===== src/rtl/tdmi_pkg.sv =====
`default_nettype none
// ============================================================================
// Module   : tdmi_pkg
// Brief    : Shared sizes and types for the TDM input receiver.
// Revision : 1.0
// ============================================================================
package tdmi_pkg;
    localparam int NUM_CH     = 32;
    localparam int WORD_W     = 8;
    localparam int FRAME_BITS = NUM_CH * WORD_W;
    localparam int CH_W       = $clog2(NUM_CH);
    localparam int BIT_W      = $clog2(FRAME_BITS);

    typedef logic [CH_W-1:0]   chan_t;
    typedef logic [WORD_W-1:0] word_t;
    typedef logic [BIT_W-1:0]  bit_idx_t;
endpackage
`default_nettype wire


===== src/rtl/tdmi_frame_buf.sv =====
`default_nettype none
// ============================================================================
// Module   : tdmi_frame_buf
// Brief    : 2x32x8 ping-pong frame buffer, cleared on reset, registered read.
// Revision : 1.0
// ============================================================================
module tdmi_frame_buf
    import tdmi_pkg::*;
(
    input  logic              clk,
    input  logic              reset,
    input  logic              wr_en,
    input  logic              wr_bank,
    input  logic [CH_W-1:0]   wr_addr,
    input  logic [WORD_W-1:0] wr_data,
    input  logic              rd_bank,
    input  logic [CH_W-1:0]   rd_addr,
    output logic [WORD_W-1:0] rd_data
);
    // Flat storage indexed by {bank, addr}; held in flops so reset can clear it.
    logic [WORD_W-1:0] r_mem [0:2*NUM_CH-1];
    logic [WORD_W-1:0] r_rd_data;

    always_ff @(posedge clk) begin
        if (reset) begin
            for (int i = 0; i < 2*NUM_CH; i++) begin
                r_mem[i] <= '0;
            end
            r_rd_data <= '0;
        end else begin
            if (wr_en) begin
                r_mem[{wr_bank, wr_addr}] <= wr_data;
            end
            r_rd_data <= r_mem[{rd_bank, rd_addr}];
        end
    end

    assign rd_data = r_rd_data;
endmodule
`default_nettype wire


===== src/rtl/tdmi.sv =====
`default_nettype none
// ============================================================================
// Module   : tdmi
// Brief    : TDM input receiver: 32 slots x 8 bits, fs-aligned, ping-pong store.
// Revision : 1.0
// ============================================================================
module tdmi
    import tdmi_pkg::*;
(
    input  logic              clk,
    input  logic              reset,
    input  logic              fs,
    input  logic              din,
    input  logic [CH_W-1:0]   rd_addr,
    output logic [WORD_W-1:0] rd_data,
    output logic              word_valid,
    output logic [WORD_W-1:0] word_data,
    output logic [CH_W-1:0]   word_chan,
    output logic              frame_done,
    output logic              sync_err,
    input  logic              scan_in0,
    input  logic              scan_in1,
    input  logic              scan_in2,
    input  logic              scan_in3,
    input  logic              scan_in4,
    input  logic              scan_enable,
    input  logic              test_mode,
    output logic              scan_out0,
    output logic              scan_out1,
    output logic              scan_out2,
    output logic              scan_out3,
    output logic              scan_out4
);
    logic              r_synced;
    logic [BIT_W-1:0]  r_bit_idx;
    logic [WORD_W-2:0] r_shift;
    logic              r_wr_bank;
    logic              r_word_valid;
    logic [WORD_W-1:0] r_word_data;
    logic [CH_W-1:0]   r_word_chan;
    logic              r_frame_done;
    logic              r_sync_err;

    logic [CH_W-1:0]   w_slot;
    logic [WORD_W-1:0] w_word;
    logic              w_lsb;
    logic              w_unused;

    assign w_slot = r_bit_idx[BIT_W-1:3];
    assign w_word = {r_shift, din};
    // An fs on an LSB position realigns instead of completing the word.
    assign w_lsb  = r_synced && !fs && (r_bit_idx[2:0] == 3'd7);

    always_ff @(posedge clk) begin
        if (reset) begin
            r_synced     <= 1'b0;
            r_bit_idx    <= '0;
            r_shift      <= '0;
            r_wr_bank    <= 1'b0;
            r_word_valid <= 1'b0;
            r_word_data  <= '0;
            r_word_chan  <= '0;
            r_frame_done <= 1'b0;
            r_sync_err   <= 1'b0;
        end else begin
            r_word_valid <= 1'b0;
            r_frame_done <= 1'b0;
            r_sync_err   <= 1'b0;
            if (fs) begin
                r_sync_err <= r_synced && (r_bit_idx != '0);
                r_synced   <= 1'b1;
                r_bit_idx  <= BIT_W'(1);
                r_shift    <= {{(WORD_W-2){1'b0}}, din};
            end else if (r_synced) begin
                r_bit_idx <= r_bit_idx + BIT_W'(1);
                r_shift   <= {r_shift[WORD_W-3:0], din};
                if (w_lsb) begin
                    r_word_valid <= 1'b1;
                    r_word_data  <= w_word;
                    r_word_chan  <= w_slot;
                    if (w_slot == CH_W'(NUM_CH-1)) begin
                        r_frame_done <= 1'b1;
                        r_wr_bank    <= ~r_wr_bank;
                    end
                end
            end
        end
    end

    tdmi_frame_buf u_frame_buf (
        .clk     (clk),
        .reset   (reset),
        .wr_en   (w_lsb),
        .wr_bank (r_wr_bank),
        .wr_addr (w_slot),
        .wr_data (w_word),
        .rd_bank (~r_wr_bank),
        .rd_addr (rd_addr),
        .rd_data (rd_data)
    );

    assign word_valid = r_word_valid;
    assign word_data  = r_word_data;
    assign word_chan  = r_word_chan;
    assign frame_done = r_frame_done;
    assign sync_err   = r_sync_err;

    // Scan chains are stitched during synthesis; RTL ties them off.
    assign scan_out0 = 1'b0;
    assign scan_out1 = 1'b0;
    assign scan_out2 = 1'b0;
    assign scan_out3 = 1'b0;
    assign scan_out4 = 1'b0;
    assign w_unused  = ^{scan_in0, scan_in1, scan_in2, scan_in3, scan_in4,
                         scan_enable, test_mode};
endmodule
`default_nettype wire


===== config.mk =====
export PLATFORM = sky130hd
export DESIGN_NAME = tdmi
export DESIGN_NICKNAME = d
export VERILOG_FILES = /design/src/rtl/tdmi_pkg.sv /design/src/rtl/tdmi_frame_buf.sv /design/src/rtl/tdmi.sv
export SDC_FILE = /design/constraint.sdc
export NUM_CORES = 1
export LEC_CHECK = 0
export BUFFER_PORTS_ARGS = -buffer_cell sky130_fd_sc_hd__buf_4
export CORE_MARGIN = 3
export CORE_UTILIZATION = 35
export DETAILED_ROUTE_END_ITERATION = 10
export GPL_ROUTABILITY_DRIVEN = 0
export GPL_TIMING_DRIVEN = 0
export PLACE_DENSITY = 0.49
export REMOVE_ABC_BUFFERS = 1
export SETUP_SLACK_MARGIN = 0.02
export SYNTH_ARGS = -nofsm -noshare
export SYNTH_HDL_FRONTEND = slang
export SYNTH_SLANG_ARGS = --single-unit

===== constraint.sdc =====
create_clock -name clk -period 6.8 [get_ports clk]
set_clock_uncertainty 0.05 [all_clocks]
set_input_delay 0.34 -clock clk [delete_from_list [all_inputs] [get_ports clk]]
set_output_delay 0.34 -clock clk [all_outputs]
set_load 0.005 [all_outputs]

==> out/summary.md <==
The clock-pin slew of the registers on the worst-case setup and hold paths was 0.06 ns; the number of design rule violations left after detail routing was 0. The routed length per instance was 25.3 um; the latest clock arrival within the worst-skew pair was 0.62 ns. The async set-or-reset flop fraction in the synthesized netlist works out to 0. In this run, placement finished with an instance count of 2549. The buffer cell driving the clock tree root was sky130_fd_sc_hd__clkbuf_16. The run gives 0.438 as the relative contribution of the clock network to total power.

The run gives 90 as the largest net degree at the start of global routing. In this run, CTS created clock tree buffers numbering 58. The initial antenna violation count is 0, and the total wire length after detailed routing is 67100 um. Once the clock tree was built, the resizer swapped 0 gates to a different size. The number of max-slew violations in the final report was 0; the area of the die was 0.0753 sq mm.

The maximum frequency from static timing analysis was 0.228 GHz; the post-route cell area was 0.0282 sq mm. The area growth from synthesis to layout is 11.7%. The tools report the number of design-rule violations left by the first detailed-router iteration as 1087.

Die outline height: 274 um. In this run the cell area measured after placement is 0.0262 sq mm. The total via count after detailed routing is 13600.

Path category of the worst min-delay check: in2reg. The core outline area was 0.0706 sq mm; the setup TNS after final layout was 0 ns. In this run the count of I/O pins placed on the die edge is 45. Measured along the x axis, the die boundary spans 274 um. Cell internal power was estimated by the tool at 5.95 mW. In the synthesized netlist the dominant register cell turns out to be sky130_fd_sc_hd__edfxtp_1. The count of final hold-check violations is 0, and the placement row count is 97.

Synthesis produced 1696 cells. Sorting the synthesized cells by area gives the leading types as sky130_fd_sc_hd__edfxtp_1 61%, sky130_fd_sc_hd__and2_1 13%, sky130_fd_sc_hd__mux4_2 12%, sky130_fd_sc_hd__dfxtp_1 3.3%, sky130_fd_sc_hd__or2_2 1.7%. The aggregate global routing overflow is 0. Clock period minus final worst setup slack: 4.39 ns.

Post-synthesis instance area: 0.0252 sq mm. For the pin with the worst max-slew slack, the measured transition is 1.15 ns. Data on the critical path is required at its endpoint by 7.04 ns.

The count of buffers added on input and output ports is 32. The first detailed-routing pass took 5 iterations. Number of post-CTS setup repair buffers: 0. Once detail routing completed, the nets flagged for antenna violations numbered 0. The proportion of synthesized chip area in sequential cells was 0.643; the count of different cell masters after synthesis was 46.

The proportion of layout cells with a drive suffix above 1 is 0.202, and the final layout net count is 1689. The max-cap violation count is 0. STA classifies the critical path startpoint as a flip-flop.

Largest area contributor in the netlist: sky130_fd_sc_hd__edfxtp_1. Setup violations remaining at the end of the flow were counted as 0. The H-tree depth reported by CTS is 2. The run gives 39900 um as the half-perimeter wire length of the detailed placement result. The number of cells on the worst hold path came out at 3. The tools report the initial core utilization as 0.357.

For the worst flop-to-flop path, the logic depth is 5. The critical-path maximum fanout is 17. The finished layout holds 2659 standard cells, fillers aside.

For the switching power, the log shows 1.63 mW. Data on the critical path arrives at its endpoint at 4.63 ns. The sequential cell fraction of total power is 0.508. The reported leakage power is 9.92 nW.

For the part of the power in combinational logic, the log shows 0.054. Dividing total power by cell area gives a power density of 269 mW/mm^2. The tightest slew margin relative to the limit was 0.235; the number of synthesized register bits was 553.

The run gives 0.180 as the global-route total usage across every layer. Critical path capture point type: a flip-flop. VDD sags by at most 0.170 mV.

The fraction of post-synthesis cell area in the top cell type by area was 0.610; the switching power share of the total was 0.215. Count of flip-flops with a built-in enable after synthesis: 512. The first-pass GRT wire length is 98400 um, and the via count of the first global-routing pass is 14200.

Setup repair after global routing left no endpoint under its margin. Critical path start-end classification: reg2reg. The mean cell area of the mapped netlist was 14.9 sq um. The number of vias per cell is 5.12, and the Yosys warning count is 0.

The run finished with clean final reports. The final worst-path cycle share is 0.645, and the number of sinks driven by the clock tree is 553. TritonCTS built the clock tree.

Counting along the longest clock path gives a buffer depth of 3.
[critical path: stages, from the launching register on]
cell and delay [ns]:
sky130_fd_sc_hd__dfxtp_1 0.79, sky130_fd_sc_hd__nand3b_1 0.62, sky130_fd_sc_hd__nor3_1 0.52, sky130_fd_sc_hd__nand3_1 0.80, sky130_fd_sc_hd__nor2_1 0.86, sky130_fd_sc_hd__or2_2 0.41
[final cells by class]
class	instances	area, sq um
Clock inverter	28	337
Antenna cell	1	2.50
Clock buffer	80	1640
Timing Repair Buffer	39	408
Tap cell	940	1180
Sequential cell	553	16200
Multi-Input combinational cell	1015	8370
Fill cell	6543	42500
Inverter	3	11.3
[cell usage after synthesis, drive strengths merged (8+ instances only)]
cell,n
nor2b,13
nor2,91
dfxtp,41
mux2i,15
o22ai,18
buf,40
mux4,135
and2,512
a211oi,10
nand2,39
nand3,9
clkbuf,89
or2,70
o221ai,8
a21oi,19
mux2,8
edfxtp,512
o21ai,11
[final timing paths]
kind / from / endpoint / slack [ns]
setup / recovery: r_synced / u_frame_buf.r_mem[59][4] / 2.41
hold / removal: rd_addr[4] / u_frame_buf.rd_data[0] / 0.24
setup reg to reg: r_synced / u_frame_buf.r_mem[59][4] / 2.41
hold reg to reg: word_data[5] / word_data[5] / 0.40
[metal layers]
layer  global-route usage  part of all wire  routed length (um)
met1                0.247              0.44               29600
met3               0.0270             0.046                3080
met5                    0                 0                   0
met2                0.304              0.50               33300
met4               0.0384             0.018                1180
[cell usage in the layout, fill, tap and decap left out, types with 5 or more instances in the layout]
cell type / netlist / final
sky130_fd_sc_hd__and2_1: 512 / 512
sky130_fd_sc_hd__edfxtp_1: 512 / 512
sky130_fd_sc_hd__mux4_2: 133 / 133
sky130_fd_sc_hd__nor2_1: 91 / 91
sky130_fd_sc_hd__or2_2: 70 / 70
sky130_fd_sc_hd__clkbuf_16: 0 / 60
sky130_fd_sc_hd__nand2_1: 39 / 39
sky130_fd_sc_hd__dfxtp_1: 41 / 34
sky130_fd_sc_hd__buf_4: 11 / 30
sky130_fd_sc_hd__a21oi_1: 19 / 19
sky130_fd_sc_hd__o22ai_1: 18 / 18
sky130_fd_sc_hd__mux2i_1: 15 / 15
sky130_fd_sc_hd__clkbuf_1: 85 / 14
sky130_fd_sc_hd__nor2b_1: 13 / 13
sky130_fd_sc_hd__clkinv_2: 0 / 13
sky130_fd_sc_hd__a211oi_1: 10 / 10
sky130_fd_sc_hd__nand3_1: 9 / 9
sky130_fd_sc_hd__o21ai_0: 9 / 9
sky130_fd_sc_hd__mux2_2: 8 / 8
sky130_fd_sc_hd__o221ai_1: 8 / 8
sky130_fd_sc_hd__bufinv_16: 0 / 8
sky130_fd_sc_hd__nor3_1: 6 / 6
sky130_fd_sc_hd__nand2b_1: 6 / 6
sky130_fd_sc_hd__clkbuf_8: 0 / 6
sky130_fd_sc_hd__clkinv_1: 0 / 6
sky130_fd_sc_hd__nand3b_1: 5 / 5
sky130_fd_sc_hd__or3_1: 5 / 5
sky130_fd_sc_hd__o41ai_1: 5 / 5
sky130_fd_sc_hd__conb_1: 1 / 5
[sequential cells by signal, summed over array words and instances, names as in the netlist]
| signal | flops |
|---|---|
| frame_done | 1 |
| r_bit_idx | 8 |
| r_shift | 7 |
| r_synced | 1 |
| r_wr_bank | 1 |
| sync_err | 1 |
| u_frame_buf.r_mem | 512 |
| u_frame_buf.rd_data | 8 |
| word_chan | 5 |
| word_data | 8 |
| word_valid | 1 |
[cells by family (layout without fill, tap and decap cells)]
logic type,count (synthesis),count (layout),synth area share
simple gates,763,763,0.176
flops,553,553,0.643
mux,158,158,0.130
buf+inv,132,150,0.0259
compound gates,81,81,0.0213
xor+xnor,5,5,0.00174
fa+ha+maj,3,3,0.00149
other cells,1,6,0.000149
[power by group through the flow]
stage	Combinational [mW]	Sequential, mW	Clock (mW)
finish	0.406	3.85	3.32
global route	0.432	3.86	3.52
CTS	0.414	3.85	3.39
detailed placement	0.412	3.93	0
global placement	0.403	3.93	0
floorplan	0.219	3.91	0
[what timing repair did]
item	CTS	global route
hold buffers	1	0
setup endpoints to repair	0	0
endpoints found under the hold margin	4	0
[through the flow]
step                setup slack (ns)  hold WS, ns  power (mW)  utilization
floorplan                       4.19        0.359        4.13            -
global placement                2.31        0.398        4.33        0.368
detailed placement              2.38        0.399        4.34        0.371
CTS                             2.37        0.196        7.66        0.399
global route                    1.98        0.215        7.82        0.399
finish                          2.41        0.241        7.58        0.399
Power figures use the tool's default switching activity.
